===== src/rtl/cdb_arbiter.sv =====
// rtl/cdb_arbiter.sv - common-data-bus arbiter with per-source result FIFOs
// Buffers functional-unit results and broadcasts one {tag,data} per cycle (round-robin or fixed priority).
module cdb_arbiter #(
  parameter int NUM_SRC   = 6,
  parameter int DATA_W    = 32,
  parameter int TAG_W     = 4,
  parameter int BUF_DEPTH = 2,
  parameter int ARB_MODE  = 0,
  localparam int SRC_W    = (NUM_SRC > 1) ? $clog2(NUM_SRC) : 1
) (
  input  logic                      clk,
  input  logic                      reset,
  input  logic [NUM_SRC-1:0]        src_valid,
  output logic [NUM_SRC-1:0]        src_ready,
  input  logic [NUM_SRC*TAG_W-1:0]  src_tag,
  input  logic [NUM_SRC*DATA_W-1:0] src_data,
  input  logic                      cdb_hold,
  input  logic                      flush,
  output logic                      cdb_valid,
  output logic [TAG_W-1:0]          cdb_tag,
  output logic [DATA_W-1:0]         cdb_data,
  output logic [SRC_W-1:0]          cdb_src
);

  localparam int IDX_W = (BUF_DEPTH > 1) ? $clog2(BUF_DEPTH) : 1;
  localparam int PTR_W = $clog2(BUF_DEPTH) + 1;

  logic [TAG_W-1:0]  tag_mem  [NUM_SRC][BUF_DEPTH];
  logic [DATA_W-1:0] data_mem [NUM_SRC][BUF_DEPTH];
  logic [PTR_W-1:0]  wr_ptr   [NUM_SRC];
  logic [PTR_W-1:0]  rd_ptr   [NUM_SRC];
  logic [NUM_SRC-1:0] empty, full, push, pop;
  logic [SRC_W-1:0]  rr_ptr, grant_idx;
  logic              grant_any, grant_valid;

  function automatic logic [IDX_W-1:0] slot(input logic [PTR_W-1:0] p);
    if (BUF_DEPTH == 1) return '0;
    else                return p[IDX_W-1:0];
  endfunction

  // Tag 0 completes the handshake but is never stored.
  always_comb begin
    for (int i = 0; i < NUM_SRC; i++) begin
      empty[i]     = (wr_ptr[i] == rd_ptr[i]);
      full[i]      = ((wr_ptr[i] - rd_ptr[i]) == PTR_W'(BUF_DEPTH));
      src_ready[i] = reset & ~full[i] & ~flush;
      push[i]      = src_valid[i] & src_ready[i] & (src_tag[i*TAG_W +: TAG_W] != '0);
    end
  end

  always_comb begin
    int j;
    grant_any = 1'b0;
    grant_idx = '0;
    j         = 0;
    if (ARB_MODE == 0) begin
      for (int k = 1; k <= NUM_SRC; k++) begin
        j = int'(rr_ptr) + k;
        if (j >= NUM_SRC) j = j - NUM_SRC;
        if (!grant_any && !empty[SRC_W'(j)]) begin
          grant_any = 1'b1;
          grant_idx = SRC_W'(j);
        end
      end
    end else begin
      for (int i = NUM_SRC - 1; i >= 0; i--) begin
        if (!empty[i]) begin
          grant_any = 1'b1;
          grant_idx = SRC_W'(i);
        end
      end
    end
  end

  assign grant_valid = grant_any & ~cdb_hold & ~flush;

  always_comb begin
    for (int i = 0; i < NUM_SRC; i++) begin
      pop[i] = grant_valid && (grant_idx == SRC_W'(i));
    end
  end

  always_ff @(posedge clk) begin
    for (int i = 0; i < NUM_SRC; i++) begin
      if (push[i]) begin
        tag_mem[i][slot(wr_ptr[i])]  <= src_tag[i*TAG_W +: TAG_W];
        data_mem[i][slot(wr_ptr[i])] <= src_data[i*DATA_W +: DATA_W];
      end
    end
  end

  // Flush outranks push, pop and hold; cdb_tag/data/src keep their last broadcast when idle.
  always_ff @(posedge clk or negedge reset) begin
    if (!reset) begin
      for (int i = 0; i < NUM_SRC; i++) begin
        wr_ptr[i] <= '0;
        rd_ptr[i] <= '0;
      end
      rr_ptr    <= SRC_W'(NUM_SRC - 1);
      cdb_valid <= 1'b0;
      cdb_tag   <= '0;
      cdb_data  <= '0;
      cdb_src   <= '0;
    end else if (flush) begin
      for (int i = 0; i < NUM_SRC; i++) begin
        wr_ptr[i] <= '0;
        rd_ptr[i] <= '0;
      end
      rr_ptr    <= SRC_W'(NUM_SRC - 1);
      cdb_valid <= 1'b0;
    end else begin
      for (int i = 0; i < NUM_SRC; i++) begin
        if (push[i]) wr_ptr[i] <= wr_ptr[i] + PTR_W'(1);
        if (pop[i])  rd_ptr[i] <= rd_ptr[i] + PTR_W'(1);
      end
      cdb_valid <= grant_valid;
      if (grant_valid) begin
        cdb_tag  <= tag_mem[grant_idx][slot(rd_ptr[grant_idx])];
        cdb_data <= data_mem[grant_idx][slot(rd_ptr[grant_idx])];
        cdb_src  <= grant_idx;
        if (ARB_MODE == 0) rr_ptr <= grant_idx;
      end
    end
  end

  a_no_push_when_full: assert property (@(posedge clk) disable iff (!reset) (push & full) == '0);
  a_valid_tag_nonzero: assert property (@(posedge clk) disable iff (!reset) cdb_valid |-> (cdb_tag != '0));

endmodule

===== config.mk =====
export PLATFORM = sky130hd
export DESIGN_NAME = cdb_arbiter
export DESIGN_NICKNAME = d
export VERILOG_FILES = /design/src/rtl/cdb_arbiter.sv
export SDC_FILE = /design/constraint.sdc
export NUM_CORES = 1
export LEC_CHECK = 0
export BUFFER_PORTS_ARGS = -buffer_cell sky130_fd_sc_hd__buf_2
export CORE_ASPECT_RATIO = 1.5
export CORE_UTILIZATION = 35
export DETAILED_ROUTE_END_ITERATION = 8
export PLACE_DENSITY_LB_ADDON = 0.08
export SKIP_LAST_GASP = 1
export SLEW_MARGIN = 20
export SYNTH_ARGS = -nofsm -noshare
export SYNTH_HDL_FRONTEND = slang
export SYNTH_SLANG_ARGS = --single-unit

===== constraint.sdc =====
create_clock -name clk -period 5.15 [get_ports clk]
set_clock_uncertainty 0.15 [all_clocks]
set_input_delay 0.2575 -clock clk [delete_from_list [all_inputs] [get_ports clk]]
set_output_delay 0.2575 -clock clk [all_outputs]
set_load 0.03 [all_outputs]

# Yosys cells after proc, flatten, opt, wreduce, memory -nomap -nowiden
# Memory sizes are Yosys's and may differ from the RTL's.
# Index checks and enable logic that the tools add are counted.
# word_totals
elab_cells	293
out_inout_bits	46
n_memories	2
in_bits	226
reg_bits	67
ramBits	432
# op_classes
eq_ne	17
n_lt_le_gt_ge	26
reduce_logical	47
mux	112
n_addsub	30
bitwise_logic	42
# memory_table
name	words	word_bits	rd	rd_ports_with_merged_regs	wr	line	text
data_mem	6	64	1	0	6	29	logic [DATA_W-1:0] data_mem [NUM_SRC][BUF_DEPTH];
tag_mem	6	8	1	0	6	28	logic [TAG_W-1:0] tag_mem [NUM_SRC][BUF_DEPTH];
# ops
operator	count
$mux 64	6
$mux 32	9
$demux 32 s1	6
$mux 8	6
$mux 3	14
$mux 4	9
$mux 1	35
$lt 3x5->1 const B	6
$and 1x1->1	26
$reduce_bool 2->1	13
$add 2x1->2 const B	12
$demux 4 s1	6
$ge 4x3->1 const B	6
$mux 12	2
$mux 2	12
$reduce_bool 4->1	6
$bmux 1 s3	6
$sub 3x3->3 const B	6
$logic_and 1x1->1	17
$ge 2x2->1 const B	7
$not 1->2	7
$add 3x3->4 const B	3
$eq 2x2->1	6
$eq 2x2->1 const B	6
14 further kinds	42

# Logic depth before layout (Yosys ltp)
# logic_depth
ltp_word	31
ltp_mapped	22
depth_no_buf	13

# Worst setup path after synthesis
# No wires, ideal clock.
# synth_path
path_type	reg-to-reg
from	register rr_ptr[0]
to	register cdb_data[0]
stages_incl_launch_ff	22
path_buffers	8
setup_ns	0.139
path_slack_ns	0.422
required_time_ns	4.861
period_less_slack_ns	4.728
t_arrival_ns	4.439
cell_sequence	dfstp_2 -> buf_2 -> inv_1 -> buf_2 -> buf_1 -> clkbuf_1 -> ha_1 -> clkbuf_1 -> nand3_1 -> mux2_2 -> a211oi_1 -> a221o_1 -> buf_4 -> nor2_1 -> a221oi_2 -> nand2_4 -> mux2i_1 -> a211o_1 -> buf_6 -> buf_6 -> a22oi_1 -> o31ai_2
# synth_via
elab_chain_cells	31
elab_cells_between_ends	82
classes_between	12 x add/sub; 6 x order compare; 44 x mux; 4 x bitwise; 15 x reduce/logical; 1 x memory
# synth_lines
element	line	text
from (decl)	33	logic [SRC_W-1:0] rr_ptr, grant_idx;
from (signal assigned)	99	rr_ptr <= SRC_W'(NUM_SRC - 1);
from (signal assigned)	109	rr_ptr <= SRC_W'(NUM_SRC - 1);
from (signal assigned)	121	if (ARB_MODE == 0) rr_ptr <= grant_idx;
$add 3x2->4	58	j = int'(rr_ptr) + k;
$ge 4x3->1 / $sub 3x3->3 (equally long branches)	59	if (j >= NUM_SRC) j = j - NUM_SRC;
$mux 3	59	
$bmux 1 s3	60	if (!grant_any && !empty[SRC_W'(j)]) begin
$mux 1 (not written as such) (2 in series)	60	
$logic_not 1->1	60	
$logic_and 1x1->1	60	
$mux 1	60	
[... 11 more ...]	n/a	
$mux 3	60	
$not 3->4 (not written as such)	119	cdb_data <= data_mem[grant_idx][slot(rd_ptr[grant_idx])];
$bmux 2 s3	119	
$mux 1 (not written as such) (2 in series)	119	
$mux 1	117	if (grant_valid) begin
$mux 1	104	end else if (flush) begin
$not 1->2 (not written as such)	119	
$mux 32 (not written as such) (3 in series)	119	
to (signal assigned)	119	
to (decl)	21	output logic [DATA_W-1:0] cdb_data,
# Parallel ways exist; a longest one is shown, timed or not. The select of a mux whose other input is x is not followed.
# A chain may end at the register's enable or synchronous reset.

# Worst setup path after layout
# layout_path
from	register rr_ptr[0]
to	register cdb_data[2]
# The elaborated chain is that of the path after synthesis.

==> flow_results.xml <==
<?xml version="1.0" encoding="UTF-8"?>
<metrics>
  <group name="outcome">
    <metric name="outcome" unit="">complete, no violations</metric>
  </group>
  <group name="setup_path">
    <metric name="critical_path_arrival" unit="ns">5.33</metric>
    <metric name="crit_fanout" unit="">22</metric>
    <metric name="worst_setup_path_end_kind" unit="">flip-flop</metric>
    <metric name="most_used_cell_cp" unit="">a22oi_1</metric>
    <metric name="cp_cell_sequence" unit="">inv_2 -&gt; ha_1 -&gt; nand3_1 -&gt; mux2_2 -&gt; a211oi_1 -&gt; a221o_4 -&gt; nor2_1 -&gt; a221oi_4 -&gt; buf_4 -&gt; and2_1 -&gt; buf_12 -&gt; a21oi_1 -&gt; a22oi_1 -&gt; a22oi_1 -&gt; o31ai_2</metric>
    <metric name="worst_path_dominant_cell_family" unit="">compound AO/OA/AOI/OAI gates</metric>
    <metric name="worstPathBufferInverterCount" unit="">3</metric>
    <metric name="startpoint_type" unit="">flip-flop</metric>
    <metric name="setup.worst_path.class" unit="">flip-flop to flip-flop</metric>
    <metric name="crit_path_top_delay_cell" unit="">dfstp_4</metric>
    <metric name="slowest_delay" unit="ns">0.75</metric>
    <metric name="crit_required" unit="ns">5.51</metric>
  </group>
  <group name="logic_synthesis">
    <metric name="number_of_synthesized_flops_with_an_enable_pin" unit="">432</metric>
    <metric name="net_count_after_synthesis" unit="">2204</metric>
    <metric name="ys_types" unit="">72</metric>
    <metric name="synthesis_stage_register_bit_count" unit="">499</metric>
    <metric name="ys_warn_count" unit="">0</metric>
    <metric name="synthArstFlopShare" unit="%">13.4</metric>
    <metric name="post_synth_main_area_contributors" unit="">edfxtp_1 (54%), a221oi_1 (12%), dfrtp_1 (6.8%)</metric>
    <metric name="synth.largest_area_cell" unit="">edfxtp_1</metric>
    <metric name="most_used_flip_flop_cell_after_synthesis" unit="">edfxtp_1</metric>
    <metric name="average_footprint_of_a_synthesized_cell" unit="um2">12.2</metric>
    <metric name="synth-seq-area-share" unit="%">61.1</metric>
    <metric name="postSynthCellCount" unit="">1967</metric>
    <metric name="synthTopCellsByCount" unit="">edfxtp_1 (432), a221oi_1 (322), nand2_1 (201)</metric>
    <metric name="synth_top_area_share" unit="%">54.1</metric>
    <metric name="yosysMostFrequentCell" unit="">edfxtp_1</metric>
    <metric name="syn_area" unit="um2">24000</metric>
  </group>
  <group name="global_routing">
    <metric name="grt_antenna_before_repair" unit="">4</metric>
    <metric name="maximum_number_of_pins_on_one_net_before_global_route_repair" unit="">146</metric>
    <metric name="grt.overflow.total" unit="">0</metric>
    <metric name="first_global_vias" unit="">20300</metric>
    <metric name="wire_length_of_the_first_global_routing_pass" unit="um">142000</metric>
    <metric name="grt_use_total" unit="%">28.3</metric>
  </group>
  <group name="clocking">
    <metric name="h-tree-depth" unit="">2</metric>
    <metric name="clk_path_buf_depth" unit="">3</metric>
    <metric name="clk_pin_slew" unit="ns">0.07</metric>
    <metric name="clock-root-buffer" unit="">clkbuf_16</metric>
    <metric name="clock-sinks" unit="">499</metric>
    <metric name="worst_skew_pair.late_latency" unit="ns">0.61</metric>
    <metric name="cts_inserted_buffers" unit="">52</metric>
    <metric name="cts_tree" unit="">built</metric>
  </group>
  <group name="timing">
    <metric name="max_slew_margin" unit="%">24.1</metric>
    <metric name="timing_worst_slew_pin_value" unit="ns">1.13</metric>
    <metric name="period_minus_slack" unit="ns">4.96</metric>
    <metric name="finalSetupViolCount" unit="">0</metric>
    <metric name="max_freq" unit="MHz">201</metric>
    <metric name="final-hold-violation-count" unit="">0</metric>
    <metric name="rsz0062_at_grt" unit="">false</metric>
    <metric name="slew_violations" unit="">0</metric>
    <metric name="timing.setup.tns" unit="ns">0</metric>
    <metric name="final.period_utilization" unit="%">96.4</metric>
  </group>
  <group name="placement">
    <metric name="dp.final_hpwl" unit="um">67500</metric>
    <metric name="gp_routability_congestion" unit="">1.00</metric>
    <metric name="place.port_buffers" unit="">271</metric>
    <metric name="place_area" unit="um2">27000</metric>
  </group>
  <group name="floorplanning">
    <metric name="num_rows" unit="">117</metric>
    <metric name="core_region_area" unit="um2">67800</metric>
    <metric name="initial_core_util" unit="%">35.4</metric>
    <metric name="die_outline_area" unit="um2">69600</metric>
    <metric name="die_height" unit="um">323</metric>
    <metric name="die_w" unit="um">216</metric>
    <metric name="pin_count" unit="">272</metric>
  </group>
  <group name="route">
    <metric name="via_total_after_detailed_routing" unit="">20309</metric>
    <metric name="drt_drc_violations_left" unit="">0</metric>
    <metric name="first_iter_violations" unit="">1770</metric>
    <metric name="detail_route.wl_per_cell" unit="um">29.5</metric>
    <metric name="routed_wl" unit="um">99800</metric>
    <metric name="drt_first_pass_iters" unit="">5</metric>
    <metric name="antenna_left" unit="">0</metric>
    <metric name="vias_per_inst" unit="">6.00</metric>
  </group>
  <group name="finish">
    <metric name="layout.core_utilization" unit="%">45.7</metric>
    <metric name="layout_cells_sized_above_1" unit="%">21.3</metric>
    <metric name="design_area" unit="um2">31000</metric>
    <metric name="final.fill_count" unit="">6204</metric>
    <metric name="final_stage_net_count" unit="">2685</metric>
    <metric name="syn2layout_area_growth" unit="%">29.1</metric>
  </group>
  <group name="min_path">
    <metric name="hold_path.class" unit="">input pin to flip-flop</metric>
  </group>
  <group name="run">
    <metric name="drv.max_cap_violation_count" unit="">0</metric>
  </group>
</metrics>
cells by family after synthesis:
kind of cell,share of synthesized area (%)
AOI/OAI and AO/OA,23.5
xor gates and xnor gates,1.60
muxes,0.642
and+or+nand+nor,9.08
DFF,61.1
adders and majority gates,0.574
buffers and inverters,3.52
state kept, by name, indices dropped and copies added, names as in the netlist:
name / count
cdb_data: 32
cdb_src: 3
cdb_tag: 4
cdb_valid: 1
data_mem: 384
rd_ptr: 12
rr_ptr: 3
tag_mem: 48
wr_ptr: 12
cells in the final DEF (no fill, tap or decap), types with 21 or more instances in the layout:
cell and n:
edfxtp_1 432, a221oi_1 321, buf_2 270, dlygate4sd3_1 225, nand2_1 200, a22oi_1 144, nor2_1 109, buf_4 104
o21ai_0 81, dfrtp_1 65, clkbuf_16 55, a21oi_1 50, and3_1 49, nor3_1 43, a211oi_1 42, o31ai_1 28
xnor2_1 26, buf_12 21
worst paths after layout:
kind | from | end | slack, ns | cells after the start
max in group asynchronous | reset | wr_ptr[11] | 3.92 | 3
setup / recovery | rr_ptr[0] | cdb_data[2] | 0.19 | 15
min in group asynchronous | reset | rd_ptr[1] | 0.24 | 3
hold reg to reg | cdb_src[0] | cdb_src[0] | 0.34 | 2
hold / removal | flush | rd_ptr[5] | 0.09 | 3
setup reg to reg | rr_ptr[0] | cdb_data[2] | 0.19 | 15
repair_timing:
item	in CTS	in global routing
endpoints found under the setup margin	0	15
setup buffers	0	3
hold buffers	225	0
resized for setup	0	4
hold endpoints to repair	506	0
layer usage:
metal	share of wire [%]	global-route usage, %
met3	4.6	3.34
met2	53	52.4
met5	0.033	0
met4	7.3	18.7
met1	35	30.1
area by class of cell:
cell class	count	area, um2	share of cell area, %
flip-flops and latches	499	14700	47.3
multi-input cells	1267	8630	27.9
repair buffers	621	4820	15.6
clock buffers	76	1560	5.02
well taps	892	1120	3.60
clock inverters	18	160	0.517
inverters	7	26.3	0.0849
diodes	3	7.51	0.0242
worst register-to-register path, delay by kind of cell, from the launching register on:
| family | cells | cell delay (ns) |
|---|---|---|
| adders and majority gates | 1 | 0.48 |
| and+or+nand+nor | 3 | 0.47 |
| muxes | 1 | 0.32 |
| AOI/OAI and AO/OA | 7 | 2.09 |
| buffers and inverters | 3 | 0.63 |
| DFF | 1 | 0.75 |
through the flow:
| step | setup WS (ns) | hold slack (ns) | instances |
|---|---|---|---|
| floorplan | 0.422 | -0.188 | 1967 |
| global placement | 0.0637 | -0.0381 | 3059 |
| detailed placement | 0.0523 | -0.0404 | 3059 |
| CTS | 0.0357 | 0.0790 | 3378 |
| global route | 0.00312 | 0.0938 | 3381 |
| finish | 0.187 | 0.0942 | 3383 |
Power is left out: the tool's default activity adds up to more than one toggle a clock period on the data nets, which glitch-free logic cannot reach.
